--- config.mk ---
export PLATFORM = sky130hd
export DESIGN_NAME = dcache_data_array_ctrl
export DESIGN_NICKNAME = d
export VERILOG_FILES = /design/src/rtl/dcache_arb_pkg.sv /design/src/rtl/dcache_arb_prio_sel.sv /design/src/rtl/dcache_data_array_ctrl.sv
export SDC_FILE = /design/constraint.sdc
export NUM_CORES = 1
export LEC_CHECK = 0
export ABC_AREA = 1
export BUFFER_PORTS_ARGS = -buffer_cell sky130_fd_sc_hd__buf_2
export CORE_AREA = 8 8 634 636
export CTS_CLUSTER_SIZE = 8
export DETAILED_ROUTE_END_ITERATION = 10
export DIE_AREA = 0 0 642 644
export SKIP_LAST_GASP = 1
export SYNTH_ARGS = -nofsm -noshare
export SYNTH_HDL_FRONTEND = slang
export SYNTH_SLANG_ARGS = --single-unit
--- constraint.sdc ---
create_clock -name clk -period 1.85 [get_ports clk]
set_clock_uncertainty 0.05 [all_clocks]
set_input_delay 0.0925 -clock clk [delete_from_list [all_inputs] [get_ports clk]]
set_output_delay 0.0925 -clock clk [all_outputs]
set_load 0.02 [all_outputs]
--- src/rtl/dcache_arb_pkg.sv ---
// rtl/dcache_arb_pkg.sv - shared types and constants for the dcache data-array controller
package dcache_arb_pkg;

    localparam int DCACHE_ADDR_WIDTH = 4;
    localparam int LINE_WIDTH        = 256;
    localparam int WMASK_WIDTH       = LINE_WIDTH / 8;

    typedef enum logic {
        INIT = 1'b0,
        IDLE = 1'b1
    } state_e;

    typedef enum logic [2:0] {
        SRC_NONE = 3'd0,
        SRC_FILL = 3'd1,
        SRC_EV   = 3'd2,
        SRC_ST   = 3'd3,
        SRC_LD   = 3'd4
    } src_e;

endpackage

--- src/rtl/dcache_arb_prio_sel.sv ---
// rtl/dcache_arb_prio_sel.sv - combinational requester pick for the data-array port
//
// Picks at most one requester per cycle: fill > evict > store > load.
// Reads (evict/load) to the address written in the previous cycle are held off one cycle.
// A starved load (ld_starved) outranks evict and store, never fill.
// Ports:
//   idle                 controller is in IDLE (no grants otherwise)
//   *_valid              requester valids
//   ev_addr, ld_addr     read addresses checked against the previous write
//   wr_last_valid/addr   write granted in the previous cycle
//   ld_starved           load age override
//   src                  selected source
module dcache_arb_prio_sel
    import dcache_arb_pkg::*;
#(
    parameter int ADDR_WIDTH = DCACHE_ADDR_WIDTH
) (
    input  logic                  idle,
    input  logic                  fill_valid,
    input  logic                  ev_valid,
    input  logic                  st_valid,
    input  logic                  ld_valid,
    input  logic [ADDR_WIDTH-1:0] ev_addr,
    input  logic [ADDR_WIDTH-1:0] ld_addr,
    input  logic                  wr_last_valid,
    input  logic [ADDR_WIDTH-1:0] wr_last_addr,
    input  logic                  ld_starved,
    output src_e                  src
);

    logic ev_ok;
    logic ld_ok;

    always_comb begin
        ev_ok = ev_valid && !(wr_last_valid && (ev_addr == wr_last_addr));
        ld_ok = ld_valid && !(wr_last_valid && (ld_addr == wr_last_addr));
        src   = SRC_NONE;
        if (!idle) begin
            src = SRC_NONE;
        end else if (fill_valid) begin
            src = SRC_FILL;
        end else if (ld_ok && ld_starved) begin
            src = SRC_LD;
        end else if (ev_ok) begin
            src = SRC_EV;
        end else if (st_valid) begin
            src = SRC_ST;
        end else if (ld_ok) begin
            src = SRC_LD;
        end
    end

endmodule

--- src/rtl/dcache_data_array_ctrl.sv ---
// rtl/dcache_data_array_ctrl.sv - arbiter/sequencer for the single-port dcache data-array SRAM
//
// Arbitrates fill, evict read, masked store and load onto one registered-input SRAM port and
// clears every line after reset or on init_start. Optional load aging: DCACHE_ARB_AGE_EN.
// Ports:
//   clk, rst                          clock, asynchronous active-high reset
//   init_start / init_busy            request / status of the clear-all sweep
//   fill_*                            full-line write request
//   ev_* / ev_rvalid, ev_rdata        evict read request and response
//   st_*                              masked store request
//   ld_* / ld_rvalid, ld_rdata, ld_rtag  load request and tagged response
//   sram_*                            SRAM macro port (active-low csb/web), sram_dout read data
module dcache_data_array_ctrl
    import dcache_arb_pkg::*;
#(
    parameter int ADDR_WIDTH   = DCACHE_ADDR_WIDTH,
    parameter int DATA_WIDTH   = LINE_WIDTH,
    parameter int NUM_WMASKS   = WMASK_WIDTH,
    parameter int TAG_WIDTH    = 3,
    parameter int STARVE_LIMIT = 8
) (
    input  logic                  clk,
    input  logic                  rst,
    input  logic                  init_start,
    output logic                  init_busy,
    input  logic                  fill_valid,
    output logic                  fill_ready,
    input  logic [ADDR_WIDTH-1:0] fill_addr,
    input  logic [DATA_WIDTH-1:0] fill_data,
    input  logic                  ev_valid,
    output logic                  ev_ready,
    input  logic [ADDR_WIDTH-1:0] ev_addr,
    output logic                  ev_rvalid,
    output logic [DATA_WIDTH-1:0] ev_rdata,
    input  logic                  st_valid,
    output logic                  st_ready,
    input  logic [ADDR_WIDTH-1:0] st_addr,
    input  logic [NUM_WMASKS-1:0] st_wmask,
    input  logic [DATA_WIDTH-1:0] st_data,
    input  logic                  ld_valid,
    output logic                  ld_ready,
    input  logic [ADDR_WIDTH-1:0] ld_addr,
    input  logic [TAG_WIDTH-1:0]  ld_tag,
    output logic                  ld_rvalid,
    output logic [DATA_WIDTH-1:0] ld_rdata,
    output logic [TAG_WIDTH-1:0]  ld_rtag,
    output logic                  sram_csb,
    output logic                  sram_web,
    output logic [NUM_WMASKS-1:0] sram_wmask,
    output logic [ADDR_WIDTH-1:0] sram_addr,
    output logic [DATA_WIDTH-1:0] sram_din,
    input  logic [DATA_WIDTH-1:0] sram_dout
);

    localparam logic [ADDR_WIDTH-1:0] LAST_ADDR = {ADDR_WIDTH{1'b1}};

    state_e                  state;
    logic [ADDR_WIDTH-1:0]   init_cnt;
    src_e                    src;
    logic                    wr_last_valid;
    logic [ADDR_WIDTH-1:0]   wr_last_addr;
    logic                    ld_starved;

    dcache_arb_prio_sel #(
        .ADDR_WIDTH (ADDR_WIDTH)
    ) u_prio_sel (
        .idle          (state == IDLE),
        .fill_valid    (fill_valid),
        .ev_valid      (ev_valid),
        .st_valid      (st_valid),
        .ld_valid      (ld_valid),
        .ev_addr       (ev_addr),
        .ld_addr       (ld_addr),
        .wr_last_valid (wr_last_valid),
        .wr_last_addr  (wr_last_addr),
        .ld_starved    (ld_starved),
        .src           (src)
    );

    assign fill_ready = (src == SRC_FILL);
    assign ev_ready   = (src == SRC_EV);
    assign st_ready   = (src == SRC_ST);
    assign ld_ready   = (src == SRC_LD);
    assign init_busy  = (state == INIT);

    // Read data is not captured: it is only meaningful in the cycle the matching rvalid is high.
    assign ld_rdata   = sram_dout;
    assign ev_rdata   = sram_dout;

    // The sweep drive is gated by rst so the port is quiet while reset is held.
    always_comb begin
        sram_csb   = 1'b1;
        sram_web   = 1'b1;
        sram_wmask = '0;
        sram_addr  = '0;
        sram_din   = '0;
        if ((state == INIT) && !rst) begin
            sram_csb   = 1'b0;
            sram_web   = 1'b0;
            sram_wmask = '1;
            sram_addr  = init_cnt;
        end else begin
            unique case (src)
                SRC_FILL: begin
                    sram_csb   = 1'b0;
                    sram_web   = 1'b0;
                    sram_wmask = '1;
                    sram_addr  = fill_addr;
                    sram_din   = fill_data;
                end
                SRC_ST: begin
                    sram_csb   = 1'b0;
                    sram_web   = 1'b0;
                    sram_wmask = st_wmask;
                    sram_addr  = st_addr;
                    sram_din   = st_data;
                end
                SRC_EV: begin
                    sram_csb   = 1'b0;
                    sram_addr  = ev_addr;
                end
                SRC_LD: begin
                    sram_csb   = 1'b0;
                    sram_addr  = ld_addr;
                end
                default: begin
                    sram_csb   = 1'b1;
                end
            endcase
        end
    end

    always_ff @(posedge clk or posedge rst) begin
        if (rst) begin
            state         <= INIT;
            init_cnt      <= '0;
            ld_rvalid     <= 1'b0;
            ev_rvalid     <= 1'b0;
            ld_rtag       <= '0;
            wr_last_valid <= 1'b0;
            wr_last_addr  <= '0;
        end else begin
            unique case (state)
                INIT: begin
                    if (init_cnt == LAST_ADDR) begin
                        state    <= IDLE;
                        init_cnt <= '0;
                    end else begin
                        init_cnt <= init_cnt + 1'b1;
                    end
                end
                IDLE: begin
                    // A request seen alongside init_start is still granted this cycle.
                    if (init_start) begin
                        state    <= INIT;
                        init_cnt <= '0;
                    end
                end
                default: begin
                    state <= INIT;
                end
            endcase

            ld_rvalid <= (src == SRC_LD);
            ev_rvalid <= (src == SRC_EV);
            if (src == SRC_LD) begin
                ld_rtag <= ld_tag;
            end

            // Remember the last granted write so a same-address read waits one cycle.
            wr_last_valid <= (src == SRC_FILL) || (src == SRC_ST);
            wr_last_addr  <= (src == SRC_FILL) ? fill_addr : st_addr;
        end
    end

`ifdef DCACHE_ARB_AGE_EN
    localparam int AGE_W = $clog2(STARVE_LIMIT + 1);

    logic [AGE_W-1:0] starve_cnt;

    always_ff @(posedge clk or posedge rst) begin
        if (rst) begin
            starve_cnt <= '0;
        end else if (src == SRC_LD) begin
            starve_cnt <= '0;
        end else if (ld_valid && !ld_ready && (starve_cnt != AGE_W'(STARVE_LIMIT))) begin
            starve_cnt <= starve_cnt + 1'b1;
        end
    end

    assign ld_starved = (starve_cnt >= AGE_W'(STARVE_LIMIT));
`else
    logic unused_starve_limit;

    assign unused_starve_limit = (STARVE_LIMIT != 0);
    assign ld_starved          = 1'b0;
`endif

endmodule

==> results.json <==
{
  "worstReg2RegEnd": "ld_rtag[1]",
  "io_pins": 1642,
  "min_to": "wr_last_addr[1]",
  "crit-reg2reg-launch": "wr_last_addr[0]",
  "reg2regPathDepth": 14,
  "hold_viol_final": 0,
  "finalMaxSlewViolations": 0,
  "row_count": 230,
  "start_kind": "flop",
  "drcViolationCount": 0,
  "p_sw_share_pct": 55.9,
  "io_buffer_count": 873,
  "ys_seq_elements": 15,
  "core_mm2": 0.391,
  "synth-compound-area-share_pct": 30.1,
  "die_height_um": 644,
  "cellInternalPower_mw": 4.32,
  "syn_to_final_growth_pct": 155,
  "yosysUniqueCellTypes": 25,
  "dp_hpwl_um": 365000,
  "cts-root-buf": "clkbuf_16",
  "fin_hold_ws_ns": 0.0113,
  "hold_class": "in2reg",
  "grt_max_degree": 53,
  "drt_pass1_iterations": 5,
  "path_class": "reg2out",
  "synth.area.mux_share_pct": 0,
  "synth_cells": 1027,
  "required_ns": 1.71,
  "grt_pass1_wl_um": 406000,
  "min_path_cells": 3,
  "clockBufferDepth": 2,
  "syn_area_mm2": 0.00767,
  "finalWeightedCongestion": 0.944,
  "worst-path-max-fanout": 8,
  "drive_above_1_share_pct": 75.4,
  "synth_nets": 1854,
  "die-area_mm2": 0.413,
  "vias_per_cell": 1.85,
  "cts_tree": "done",
  "p_sw_mw": 5.48,
  "final_util_pct": 5.00,
  "dpl_worst_slack_ns": -0.677,
  "r2r_setup_slack_ns": -0.23,
  "synth-simple-area-share_pct": 8.08,
  "ys_seq_area_share_pct": 4.90,
  "slew_headroom_pct": 44.9,
  "synth_xor_xnor_area_share_pct": 0.571,
  "clock_latency_ns": 0.27,
  "postRouteAntennaNets": 0,
  "comb_power_share_pct": 89.6,
  "wl_per_cell_um": 56.3,
  "cts.sinks": 15,
  "pwr-share-seq_pct": 5.4,
  "rsz0062_at_grt": "true",
  "drt_wl_total_um": 383000,
  "finalCriticalPeriod_ns": 2.40,
  "timing.fmax_ghz": 0.417,
  "htreeDepth": 1,
  "worst_pin_slew_ns": 0.826,
  "power_density_mw_per_mm2": 500,
  "worstHoldStart": "st_addr[1]",
  "end_kind": "primary output",
  "setup-violations-final": 301,
  "grt_use_total_pct": 17.5,
  "max_cap_violations": 0,
  "die_w_um": 642,
  "cp_data_arrival_time_ns": 2.26,
  "clkPwrFrac_pct": 5.0,
  "vdd.ir_drop.worst_uv": 339,
  "leakage_nw": 7.14,
  "final.setup.worst_slack_ns": -0.550,
  "final_cell_area_mm2": 0.0196,
  "yosysWarnings": 0,
  "antenna_found_initial": 464,
  "drtIter0Drc": 869,
  "floorplan.initialDensity_pct": 1.96,
  "grt_pass1_vias": 10800,
  "synthAdderAreaFrac_pct": 0.163,
  "dpl_cell_area_mm2": 0.0170,
  "nets": 2267,
  "avgSynthCellArea_um2": 7.46,
  "fin_crit_sh_pct": 130,
  "status": "complete, but fails checks",
  "synth_top_family_by_area": "buffers and inverters",
  "path_clk_slew_ns": 0.06,
  "grt_overflow": 0,
  "violations": "negative setup slack",
  "numCtsBuffers": 3,
  "vias": 12600,
  "power_mw": 9.80
}
## cell type report
class	instances	area, um^2
antenna	139	348
clock buffer	3	75.1
clock inverter	1	5.00
fill	46500	372000
inverter	14	81.3
multi-input combinational	424	3750
sequential	15	375
tap	5220	6530
timing repair buffer	979	8360
timing repair inverter	3	61.3
## routing by layer
| metal | vias up | global-route usage [%] | share of wire (%) |
|---|---|---|---|
| met5 | - | 0.613 | 0.53 |
| met4 | 246 | 2.37 | 2.4 |
| met3 | 857 | 23.0 | 28 |
| met2 | 2361 | 30.0 | 47 |
| met1 | 5068 | 11.4 | 22 |
| li1 | 4063 | - | - |
## cells in the mapped netlist (all sizes together)
master  number  area [um^2]
a21boi       1         7.51
a21oi        4         20.0
a22o       256         2240
buf        545         4140
clkbuf      29          109
dfrtp       15          375
ha           1         12.5
inv         14         55.1
nand2      119          454
nand3       10         62.6
nand4        4         25.0
nor2        13         53.8
nor3         1         5.00
o21ai        5         25.0
o22ai        2         12.5
or2          3         18.8
xnor2        3         26.3
xor2         2         17.5
## registers in the layout (all words and copies together) (netlist names)
| register | count |
|---|---|
| init_cnt | 4 |
| wr_last_addr | 4 |
| ld_rtag | 3 |
| ev_rvalid | 1 |
| ld_rvalid | 1 |
| state | 1 |
| wr_last_valid | 1 |
## power by group through the flow
stage | combinational, mW | clock [mW] | sequential (mW)
after CTS | 8.60 | 0.520 | 0.528
after global placement | 8.22 | 0 | 0.524
after detailed placement | 8.27 | 0 | 0.529
after floorplan | 4.16 | 0 | 0.562
after global routing | 9.36 | 0.533 | 0.544
final | 8.78 | 0.492 | 0.530
## worst max-delay path, stage by stage, from the launching register on
cell and delay (ns):
dfrtp_1 0.38, inv_2 0.07, nand2_2 0.06, o21ai_2 0.06, nor2_1 0.06, nand2_1 0.12
nand2_4 0.07, nand3_4 0.14, inv_16 0.07, clkbuf_16 0.23, buf_12 0.17, buf_4 0.14
a22o_4 0.22, buf_12 0.15
## cells by family after synthesis
kind of cell / count (synthesis)
buffers and inverters: 588
AOI/OAI and AO/OA: 268
xor gates and xnor gates: 5
and+or+nand+nor: 150
DFF: 15
adders and majority gates: 1
## how the worst max path moves through the flow
| stage | startpoint | to | slack, ns | cells past startpoint |
|---|---|---|---|---|
| after floorplan | state | sram_addr[0] | 0.08 | 8 |
| after global placement | wr_last_addr[3] | sram_din[152] | -0.67 | 10 |
| after detailed placement | wr_last_addr[3] | sram_din[155] | -0.68 | 10 |
| after CTS | wr_last_addr[2] | sram_din[234] | -0.61 | 11 |
| after global routing | wr_last_addr[1] | sram_din[155] | -0.68 | 12 |
| final | wr_last_addr[3] | sram_din[145] | -0.55 | 13 |
## repair_timing
action,4_1_cts,5_1_grt
endpoints found under the setup margin,297,301
gates resized for setup,101,188
pin swaps,9,13
hold endpoints to repair,20,0
setup buffers,15,15
gates cloned,5,17
hold buffers,6,0
## placed cells by master (no fill, tap or decap), types with 4 or more instances in the layout
master and n:
diode_2 139, nor2_1 10, buf_2 660, buf_6 42, clkbuf_16 17, buf_4 63
buf_8 4, a22o_1 169, nand4_1 4, dfrtp_1 15, a21oi_1 4, buf_16 11
buf_12 159, dlygate4sd3_1 6, nand2_1 116, nand3_1 8, clkbuf_4 20, inv_1 8
a22o_4 85
## stage by stage
step,instances,TNS (ns)
after detailed placement,6600,-73.96
after global placement,6600,-65.67
after CTS,6629,-161.46
after floorplan,1027,0
final,6798,-136.20
after global routing,6740,-173.15
No activity file was read; power rests on OpenSTA's default activity.
